--- config.mk ---
export PLATFORM = sky130hd
export DESIGN_NAME = reg_bank
export DESIGN_NICKNAME = d
export VERILOG_FILES = /design/src/rtl/reg_bank_pkg.sv /design/src/rtl/reg_bank_reg_cell.sv /design/src/rtl/reg_bank.sv
export SDC_FILE = /design/constraint.sdc
export NUM_CORES = 1
export LEC_CHECK = 0
export CAP_MARGIN = 40
export CORE_UTILIZATION = 60
export CTS_BUF_LIST = sky130_fd_sc_hd__clkbuf_4
export DETAILED_ROUTE_END_ITERATION = 10
export GPL_TIMING_DRIVEN = 0
export HOLD_SLACK_MARGIN = 0.02
export MAX_ROUTING_LAYER = met4
export PLACE_DENSITY = 0.92
export REMOVE_ABC_BUFFERS = 1
export SKIP_LAST_GASP = 1
export SLEW_MARGIN = 40
export SYNTH_ARGS = -nofsm -noshare
export SYNTH_HDL_FRONTEND = slang
export SYNTH_HIERARCHICAL = 1
export SYNTH_SLANG_ARGS = --single-unit
--- constraint.sdc ---
create_clock -name clk -period 8.7 [get_ports clk]
set_clock_uncertainty 0.15 [all_clocks]
set_input_delay 1.74 -clock clk [delete_from_list [all_inputs] [get_ports clk]]
set_output_delay 1.74 -clock clk [all_outputs]
set_load 0.02 [all_outputs]
--- src/rtl/reg_bank_pkg.sv ---
// Shared processor datapath constants: data width, default bank size and
// register index assignments used by the control unit.
package reg_bank_pkg;

  localparam int unsigned DATA_W       = 16;
  localparam int unsigned NUM_REGS_DEF = 8;

  localparam int unsigned REG_PC = 0;
  localparam int unsigned REG_AR = 1;
  localparam int unsigned REG_AC = 2;
  localparam int unsigned REG_IR = 3;
  localparam int unsigned REG_DR = 4;
  localparam int unsigned REG_TR = 5;

endpackage

--- src/rtl/reg_bank_reg_cell.sv ---
// One register bank entry: synchronous active-low reset, load has priority
// over increment, exposes its next-state value for the read bypass.
module reg_cell #(
  parameter int unsigned      WIDTH       = 16,
  parameter logic [WIDTH-1:0] RESET_VALUE = '0
) (
  input  logic             clk,
  input  logic             resetN,
  input  logic             load,
  input  logic             inc,
  input  logic [WIDTH-1:0] d,
  output logic [WIDTH-1:0] q_next,
  output logic             carry_out
);

  logic [WIDTH-1:0] q_q;
  logic [WIDTH-1:0] q_d;

  always_comb begin
    q_d       = q_q;
    carry_out = 1'b0;
    if (load) begin
      q_d = d;
    end else if (inc) begin
      q_d       = q_q + 1'b1;
      carry_out = &q_q;
    end
  end

  always_ff @(posedge clk) begin
    if (!resetN) begin
      q_q <= RESET_VALUE;
    end else begin
      q_q <= q_d;
    end
  end

  assign q_next = q_d;

endmodule

--- src/rtl/reg_bank.sv ---
// Parametrised register bank: one write port, one increment port, two
// registered read ports with write-through bypass, gated by runEnable.
module reg_bank
  import reg_bank_pkg::*;
#(
  parameter int unsigned      WIDTH       = DATA_W,
  parameter int unsigned      NUM_REGS    = NUM_REGS_DEF,
  parameter int unsigned      ADDR_W      = $clog2(NUM_REGS),
  parameter logic [WIDTH-1:0] RESET_VALUE = '0
) (
  input  logic              clk,
  input  logic              resetN,
  input  logic              runEnable,
  input  logic              writeEnable,
  input  logic [ADDR_W-1:0] writeAddr,
  input  logic [WIDTH-1:0]  dataIn,
  input  logic              incEnable,
  input  logic [ADDR_W-1:0] incAddr,
  input  logic [ADDR_W-1:0] readAddrA,
  input  logic [ADDR_W-1:0] readAddrB,
  output logic [WIDTH-1:0]  dataOutA,
  output logic [WIDTH-1:0]  dataOutB,
  output logic              zeroA,
  output logic              incWrap
);

  logic [NUM_REGS-1:0] load;
  logic [NUM_REGS-1:0] inc;
  logic [NUM_REGS-1:0] carry;
  logic [WIDTH-1:0]    nxt [NUM_REGS];

  logic [WIDTH-1:0] dout_a_q, dout_a_d;
  logic [WIDTH-1:0] dout_b_q, dout_b_d;
  logic             zero_a_q, zero_a_d;
  logic             inc_wrap_q, inc_wrap_d;

  // Decoding only indices below NUM_REGS makes out-of-range addresses no-ops.
  always_comb begin
    load = '0;
    inc  = '0;
    for (int unsigned i = 0; i < NUM_REGS; i++) begin
      load[i] = runEnable && writeEnable && (writeAddr == ADDR_W'(i));
      inc[i]  = runEnable && incEnable && (incAddr == ADDR_W'(i));
    end
  end

  for (genvar g = 0; g < NUM_REGS; g++) begin : g_cell
    reg_cell #(
      .WIDTH       (WIDTH),
      .RESET_VALUE (RESET_VALUE)
    ) u_cell (
      .clk       (clk),
      .resetN    (resetN),
      .load      (load[g]),
      .inc       (inc[g]),
      .d         (dataIn),
      .q_next    (nxt[g]),
      .carry_out (carry[g])
    );
  end

  always_comb begin
    dout_a_d = '0;
    dout_b_d = '0;
    for (int unsigned i = 0; i < NUM_REGS; i++) begin
      if (readAddrA == ADDR_W'(i)) dout_a_d = nxt[i];
      if (readAddrB == ADDR_W'(i)) dout_b_d = nxt[i];
    end
    zero_a_d   = (dout_a_d == '0);
    inc_wrap_d = |carry;
  end

  always_ff @(posedge clk) begin
    if (!resetN) begin
      dout_a_q   <= '0;
      dout_b_q   <= '0;
      zero_a_q   <= 1'b1;
      inc_wrap_q <= 1'b0;
    end else begin
      dout_a_q   <= dout_a_d;
      dout_b_q   <= dout_b_d;
      zero_a_q   <= zero_a_d;
      inc_wrap_q <= inc_wrap_d;
    end
  end

  assign dataOutA = dout_a_q;
  assign dataOutB = dout_b_q;
  assign zeroA    = zero_a_q;
  assign incWrap  = inc_wrap_q;

endmodule
Word level (Yosys, flattened, before mapping)
Index checks and enable logic that the tools add are counted.
Widths: inputs -> output; s select.
{"block": "word_totals", "input_bits": 33, "elab_cells": 128, "output_inout_bits": 34, "regBits": 162}
{"block": "op_classes", "mux": 48, "n_reduce_logical": 32, "n_eq_ne": 28, "addsub": 8}
{"operator": "$mux 16", "count": 32}
{"operator": "$add 16x1->16 const B", "count": 8}
{"operator": "$reduce_and 16->1", "count": 8}
{"operator": "$eq 3x3->1 const B", "count": 16}
{"operator": "$eq 3x2->1 const B", "count": 8}
{"operator": "$logic_and 1x1->1", "count": 18}
{"operator": "$logic_not 16->1", "count": 1}
{"operator": "$mux 1", "count": 16}
{"operator": "$eq 3x1->1 const B", "count": 4}
{"operator": "$logic_not 3->1", "count": 4}
{"operator": "$reduce_or 8->1", "count": 1}

Logic depth before layout (Yosys ltp)
Gate-level depths: netlist of the first run.
{"block": "depth", "depth_word": 13, "mapped_depth": 13, "ltp_nobuf": 12}

Modules after synthesis
Netlist of the first run, hierarchy kept.
{"mod": "reg_cell at g_cell[0].u_cell ...", "seq_area_each_um2": 320.3, "cells_per_inst": 126, "instances": 6, "area_per_inst_um2": 1012.2}
{"mod": "reg_bank", "seq_area_each_um2": 680.7, "cells_per_inst": 371, "instances": 1, "area_per_inst_um2": 3203.1}
{"mod": "reg_cell at g_cell[6].u_cell ...", "seq_area_each_um2": 320.3, "cells_per_inst": 128, "instances": 2, "area_per_inst_um2": 1023.5}

Worst setup path after synthesis of the first run
OpenSTA, ideal clock, no wires.
{"block": "synth_timing", "kind": "in2reg", "startpoint": "in incAddr[1]", "endpoint": "reg zero_a_q (netlist: zeroA)", "n_path_buf": 1, "path_stages": 13, "setup_ns": 0.060, "t_required_ns": 8.490, "t_arrival_ns": 4.196, "setup_slack_ns": 4.294, "cell_sequence": "nand3b_1 nor2_1 buf_2 nand4_2 nor4_1 mux2_2 a21oi_1 mux2_2 a221o_1 a22oi_1 nand4b_1 nor4_1 a41o_1"}
{"item": "from (decl)", "line_no": "reg_bank.sv:18", "source": "input logic [ADDR_W-1:0] incAddr,"}
{"item": "to (signal assigned)", "line_no": "reg_bank.sv:82", "source": "zero_a_q <= zero_a_d;"}
{"item": "to (decl)", "line_no": "reg_bank.sv:34", "source": "logic zero_a_q, zero_a_d;"}

==> results of run 1 <==
final timing paths:
check	startpoint	end	slack [ps]	depth (start not counted)
setup / recovery	runEnable	zeroA	2470	12
hold / removal	g_cell[1].u_cell/q_q[15]	g_cell[1].u_cell/q_q[15]	470	3
hold reg to reg	g_cell[1].u_cell/q_q[15]	g_cell[1].u_cell/q_q[15]	470	3
setup reg to reg	g_cell[6].u_cell/q_q[0]	zeroA	4710	10
registers in the layout, indices dropped and copies added, names as in the netlist:
register	cells
incWrap	1
g_cell.u_cell/q_q	128
dataOutB	16
dataOutA	16
zeroA	1
cell type report:
cell class                      count  share of cell area (%)
Multi-Input combinational cell   1078                   61.20
Timing Repair Buffer               74                   5.876
Clock inverter                     15                   1.530
Antenna cell                        1                 0.02026
Tap cell                          229                   2.320
Inverter                           58                   1.763
Sequential cell                   162                   26.26
Clock buffer                       17                   1.033
power by group:
part / switching, mW / internal [mW]
sequential: 0.0222 / 0.765
clock: 0.299 / 0.226
combinational: 0.176 / 0.101
Yosys cell counts (all sizes together) (3+ instances only):
cell and number:
a221oi 5, clkbuf 57, nand3 53, xor2 26, a211oi 76, mux2i 52, a31oi 10, ha 8
o211ai 6, o221ai 16, o2bb2ai 3, and2 43, mux2 38, dfxtp 162, clkinv 7, inv 51
nand2b 9, a221o 23, nand4 50, a21oi 103, mux4 14, buf 28, a22oi 20, o22ai 3
nor2b 29, nand2 99, o21ai 74, nor4 45, xnor2 70, a22o 3, nor3 44, nor2 139
through the flow:
stage	setup WS, ps	power [mW]	util (%)	cell area, um^2	cells
4_1_cts	2379	1.574	67.72	12330	1633
6_report	2470	1.590	67.82	12350	1634
3_3_place_gp	808.3	1.062	65.35	11900	1593
3_5_place_dp	1751	1.068	65.99	12020	1601
2_1_floorplan	3041	0.9408	-	10950	1298
5_1_grt	2316	1.632	67.82	12350	1634
worst min-delay path, stage by stage, from the launching register on:
cell and delay (ps):
dfxtp_1 330, nor2_1 70, mux2_2 160, a211oi_1 40
logic make-up after synthesis:
logic type               Yosys count  synth area share (%)
AO/OA/AOI/OAI                    350                 20.73
XOR/XNOR                          96                 7.425
adder cells (fa/ha/maj)            8                0.8840
buffers and inverters            143                 5.194
flip-flops                       162                 28.64
multiplexers                     104                 11.26
AND/OR/NAND/NOR                  520                 25.87
layer usage:
metal  wire [um]  track usage, %  vias up
met2       16060           58.37      827
met3        4747           10.19      178
li1            -               -     5127
met4        2085           20.82        0
met1       14290           50.28     5386
met5           0               -        -
==> metrics.yaml, run 1 <==
setup_path:
  crit_fanout: 25
  crit_buf_inv: 2
  endpoint_kind: "flip-flop"
  worstSetupPathType: "in2reg"
  cp-start-kind: "primary input"
  crit_arrival_ps: 6660
  max_stage_delay_ps: 720
  required_ps: 9130
  slowest_stage: "clkinv_1"
  crit_chain: "clkdlybuf4s50_1 -> nand3b_1 -> nor2_4 -> clkinv_1 -> nor2_1 -> a21oi_1 -> mux2_2 -> a221o_1 -> a22oi_1 -> nand4_1 -> nor4_1 -> a41o_1"
  cp_top_family: "simple AND/OR/NAND/NOR gates"
layout:
  layout.nets: 1432
  drive_above_1_share_pct: 11.75
  regArea_um2: 3243
  final_common_cell: "dfxtp_1"
  syn_to_final_growth_pct: 9.060
  multiInputGateArea_um2: 7557
  mostFrequentLayoutCells: "162 x dfxtp_1, 133 x nor2_1, 103 x a21oi_1"
  fillers: 1432
cts:
  post_cts_resized: 0
  clockBufferDepth: 2
  cts_root_buffer: "clkbuf_4"
  clock-sinks: 162
  numCtsBuffers: 17
  hold_buffers: 0
  worstSkewPairLatency_ps: 640
  cts_tree: "built"
  cts_setup_buffers: 0
  clk_pin_slew_ps: 140
  htreeDepth: 4
detailed_routing:
  wl_um: 37180
  vias_per_cell: 7.049
  drt_iter0_drc: 1784
  dr_total_vias: 11520
  final_antenna_net_count: 0
  wl_per_cell_um: 22.76
  first_pass_iters: 7
  drc: 0
logic_synthesis:
  synth_area_um2: 11320
  synth_area_leaders: "dfxtp_1 29%, xnor2_1 5.4%, nor2_1 4.6%"
  synth_edf_count: 0
  yosysWarnings: 6
  synth_cell_type_count: 55
  ys_seq_elements: 162
  async_reset_ff_share_pct: 0
  seq_area_frac_synth_pct: 28.64
  syn_inst: 1383
  yosys.area.top_type: "dfxtp_1"
  synth_top_area_share_pct: 28.64
  synth_area_per_cell_um2: 8.188
  synth_ff_type: "dfxtp_1"
run:
  drv_cap: 0
sta:
  rsz0062_at_grt: "no"
  maxClockFrequency_ghz: 0.1605
  final-setup-viol-count: 0
  fin_crit_ps: 6230
  max_slew_margin_pct: 43.54
  tns_ps: 0
  worst_pin_slew_ps: 843.8
  period_share_pct: 71.61
  finalHoldViolCount: 0
  drv_slew: 0
  whs_ps: 473.3
die:
  coreArea_um2: 18210
  dieArea_um2: 19430
  start_util_pct: 62.19
  row_count: 49
  die_width_um: 139.4
  ios: 67
  fp.dieH_um: 139.4
grt:
  grt_overflow_total: 0
  first_global_vias: 10360
  grt_pass1_wl_um: 57790
  grt_max_degree: 53
  antenna_found_initial: 1
  grt_usage_pct: 39.81
outcome:
  status: "finished, final reports clean"
place:
  dp_hpwl_um: 27040
  routabilityCongestion: 1.006
  io_buffers: 66
power:
  peakVddDrop_v: 0.0001143
  p_per_area_nw_per_um2: 128.8
  leakage_nw: 4.218
hold_path:
  hp-class: "reg2reg"
(Power assumes the default switching activity.)
==> run 2: changes to the inputs <==
--- a/config.mk
+++ b/config.mk
@@ -6,7 +6,7 @@
 export NUM_CORES = 1
 export LEC_CHECK = 0
 export CAP_MARGIN = 40
-export CORE_UTILIZATION = 60
+export CORE_UTILIZATION = 57
 export CTS_BUF_LIST = sky130_fd_sc_hd__clkbuf_4
 export DETAILED_ROUTE_END_ITERATION = 10
 export GPL_TIMING_DRIVEN = 0
==> constraint.sdc (replaced) <==
create_clock -name clk -period 5.2 [get_ports clk]
set_clock_uncertainty 0.15 [all_clocks]
set_input_delay 1.04 -clock clk [delete_from_list [all_inputs] [get_ports clk]]
set_output_delay 1.04 -clock clk [all_outputs]
set_load 0.02 [all_outputs]
==> run 2 against run 1 <==
Effect of this change:
- non-clock buffer count is 1 higher
- clock power is 36% higher
- largest power group unchanged
- core utilization is 4.2 points lower
- critical endpoint unchanged
- count of clock-buffer cells in the layout is 1 higher
- highest routed layer unchanged
==> metrics.yaml, run 2 (synthesis gave the netlist of run 1 again) <==
outcome:
  status: "finished, final reports clean"
grt:
  grt_usage_pct: 38.50  # -1.3 points
  grt_busiest_layer: "met2"
  grt.met1_usage_pct: 46.18  # -4.1 points
  grt_pass1_wl_um: 57700  # -0.17%
  grt_overflow_total: 0  # unchanged
  first_global_vias: 10640  # +2.7%
  antenna_found_initial: 2  # +1
  use_met2_pct: 55.82  # -2.6 points
  met3_usage_pct: 10.83  # +0.65 points
  grt_max_degree: 65  # +23%
die:
  die_width_um: 142.9  # +2.6%
  dieArea_um2: 20430  # +5.2%
  ios: 67  # unchanged
  coreArea_um2: 19460  # +6.9%
  fp.dieH_um: 142.9  # +2.6%
  start_util_pct: 58.18  # -4.0 points
  row_count: 51  # +4.1%
sta:
  finalHoldViolCount: 0  # unchanged
  period_share_pct: 96.98
  max_slew_margin_pct: 41.55  # -2.0 points
  fin_crit_ps: 5043
  maxClockFrequency_ghz: 0.1983
  setup_ws_ps: 157.2  # -2313 ps
  worst_pin_slew_ps: 868.7  # +24.90 ps
  drv_slew: 0  # unchanged
  final-setup-viol-count: 0  # unchanged
  rsz0062_at_grt: "no"
power:
  peakVddDrop_v: 0.0001418  # +24%
  combinationalPowerShare_pct: 18.8  # +1.4 points
  netSwitchingPower_mw: 0.8481  # +71%
  internal_power_mw: 1.654  # +51%
  power_mw: 2.502  # +57%
  seqPwrFrac_pct: 52.7  # +3.2 points
  swShare_pct: 33.89  # +2.6 points
  p_per_area_nw_per_um2: 202.2  # +57%
  p_clk_share_pct: 28.5  # -4.5 points
  leakage_nw: 4.196  # -0.51%
cts:
  clk_pin_slew_ps: 130  # about the same
  cts_tree: "built"
  clock-sinks: 162  # unchanged
  clockBufferDepth: 2  # unchanged
  worstSkewPairLatency_ps: 630  # about the same
  numCtsBuffers: 17  # unchanged
  cts_setup_buffers: 0  # unchanged
  hold_buffers: 0  # unchanged
  htreeDepth: 4  # unchanged
  cts_root_buffer: "clkbuf_4"
detailed_routing:
  first_pass_iters: 9  # +2
  wl_per_cell_um: 22.16  # -2.6%
  wl_um: 37080  # -0.27%
  dr_total_vias: 11480  # -0.31%
  final_antenna_net_count: 0  # unchanged
  vias_per_cell: 6.863  # -2.6%
  drt_iter0_drc: 1723  # -3.4%
  drc: 0  # unchanged
layout:
  multiInputGateArea_um2: 7569  # +0.15%
  drive_above_1_share_pct: 12.17  # +0.42 points
  layout.nets: 1433  # +0.070%
  fillers: 1597  # +12%
  regArea_um2: 3243  # unchanged
  final_common_cell: "dfxtp_1"
  largest_reg_flops: 128  # unchanged
  top_register: "g_cell.u_cell/q_q"
  mostFrequentLayoutCells: "162 x dfxtp_1, 133 x nor2_1, 103 x a21oi_1"
  syn_to_final_growth_pct: 9.271
setup_path:
  slowest_stage: "nor4_2"
  crit_arrival_ps: 5450  # -1210 ps
  endpoint_kind: "flip-flop"
  cp_top_family: "simple AND/OR/NAND/NOR gates"
  reg2reg_from: "g_cell[6].u_cell/q_q[0]"
  r2r_cells: 10  # unchanged
  path_common_cell: "mux2_2"
  critPathCapture: "zeroA"
  worstSetupPathType: "in2reg"
  startpoint: "runEnable"
  reg2reg_to: "zeroA"
  max_stage_delay_ps: 570  # -150 ps
  reg2reg_slack_ps: 1360  # -3350 ps
  crit_buf_inv: 1  # -1
  cp.depth: 13  # +1
  cp-start-kind: "primary input"
  required_ps: 5610  # -3520 ps
  crit_chain: "clkdlybuf4s50_1 -> nand3_1 -> nor2_1 -> nand4_2 -> nor4_1 -> mux2_2 -> a21oi_1 -> mux2_2 -> a221o_1 -> a22oi_1 -> nand4_1 -> nor4_2 -> a41o_1"
  crit_fanout: 7  # -72%
place:
  io_buffers: 66  # unchanged
  routabilityCongestion: 1.005  # -0.17%
  place_ws_ps: -1066  # -2816 ps
  dp_hpwl_um: 27010  # about the same
hold_path:
  hp-class: "reg2reg"
run:
  drv_cap: 0  # unchanged
-- run 2: cell types whose count changed in the layout (fill, tap and decap cells not counted), moves of 2 or more --
cell,delta
buf_2,-2
buf_4,+2
bufinv_16,-4
clkinv_1,-4
clkinv_2,+2
diode_2,+2
inv_8,+2
-- run 2: worst min-delay path by stage --
stage,startpoint,end,depth (start not counted)
global route,g_cell[0].u_cell/q_q[15],g_cell[0].u_cell/q_q[15],3
global placement,g_cell[3].u_cell/q_q[15],g_cell[3].u_cell/q_q[15],3
floorplan,g_cell[0].u_cell/q_q[12],g_cell[0].u_cell/q_q[12],2
finish,g_cell[0].u_cell/q_q[15],g_cell[0].u_cell/q_q[15],3
CTS,g_cell[0].u_cell/q_q[15],g_cell[0].u_cell/q_q[15],3
detailed placement,g_cell[0].u_cell/q_q[15],g_cell[0].u_cell/q_q[15],3
-- run 2: what timing repair did --
action | in CTS | in global routing
setup endpoints to repair | 1 | 1
pin swaps | 0 | 0
resized for setup | 5 | 1
-- run 2: layout make-up --
type	instances	area share, %
Multi-Input combinational cell	1078	61.17
Sequential cell	162	26.21
Timing Repair Buffer	75	6.128
Tap cell	265	2.680
Inverter	58	1.800
Clock buffer	18	1.092
Clock inverter	14	0.8595
Antenna cell	3	0.06067
-- run 2: power groups by stage --
stage | logic, mW | registers, mW | clock network (mW)
after global routing | 0.491 | 1.32 | 0.768
after floorplan | 0.219 | 1.36 | 0
after detailed placement | 0.445 | 1.34 | 0
after CTS | 0.448 | 1.32 | 0.713
after global placement | 0.433 | 1.34 | 0
final | 0.469 | 1.32 | 0.714
-- run 2: tightest hold or removal path: cells and delay by family, from the launching register on --
| kind | cells | cell delay, ps |
|---|---|---|
| flops | 1 | 330 |
| mux | 1 | 160 |
| simple gates | 1 | 70 |
| compound gates | 1 | 40 |
-- run 2: per-stage QoR --
stage                     instances  TNS [ps]  utilization [%]  cell area (um^2)  hold WS [ps]
after floorplan                1298         0                -             10950         425.0
after global placement         1629    -27150            61.38             11950         448.4
after detailed placement       1638     -1426            62.12             12090         459.8
after CTS                      1670         0            63.41             12340         476.9
after global routing           1673         0            63.57             12370         500.5
final                          1673         0            63.57             12370         480.3
-- run 2: layer usage --
metal  vias up  part of all wire (%)
met4         0                   7.4
met2       840                    43
met5         -                     0
li1       5124                     -
met3       219                    13
met1      5299                    37
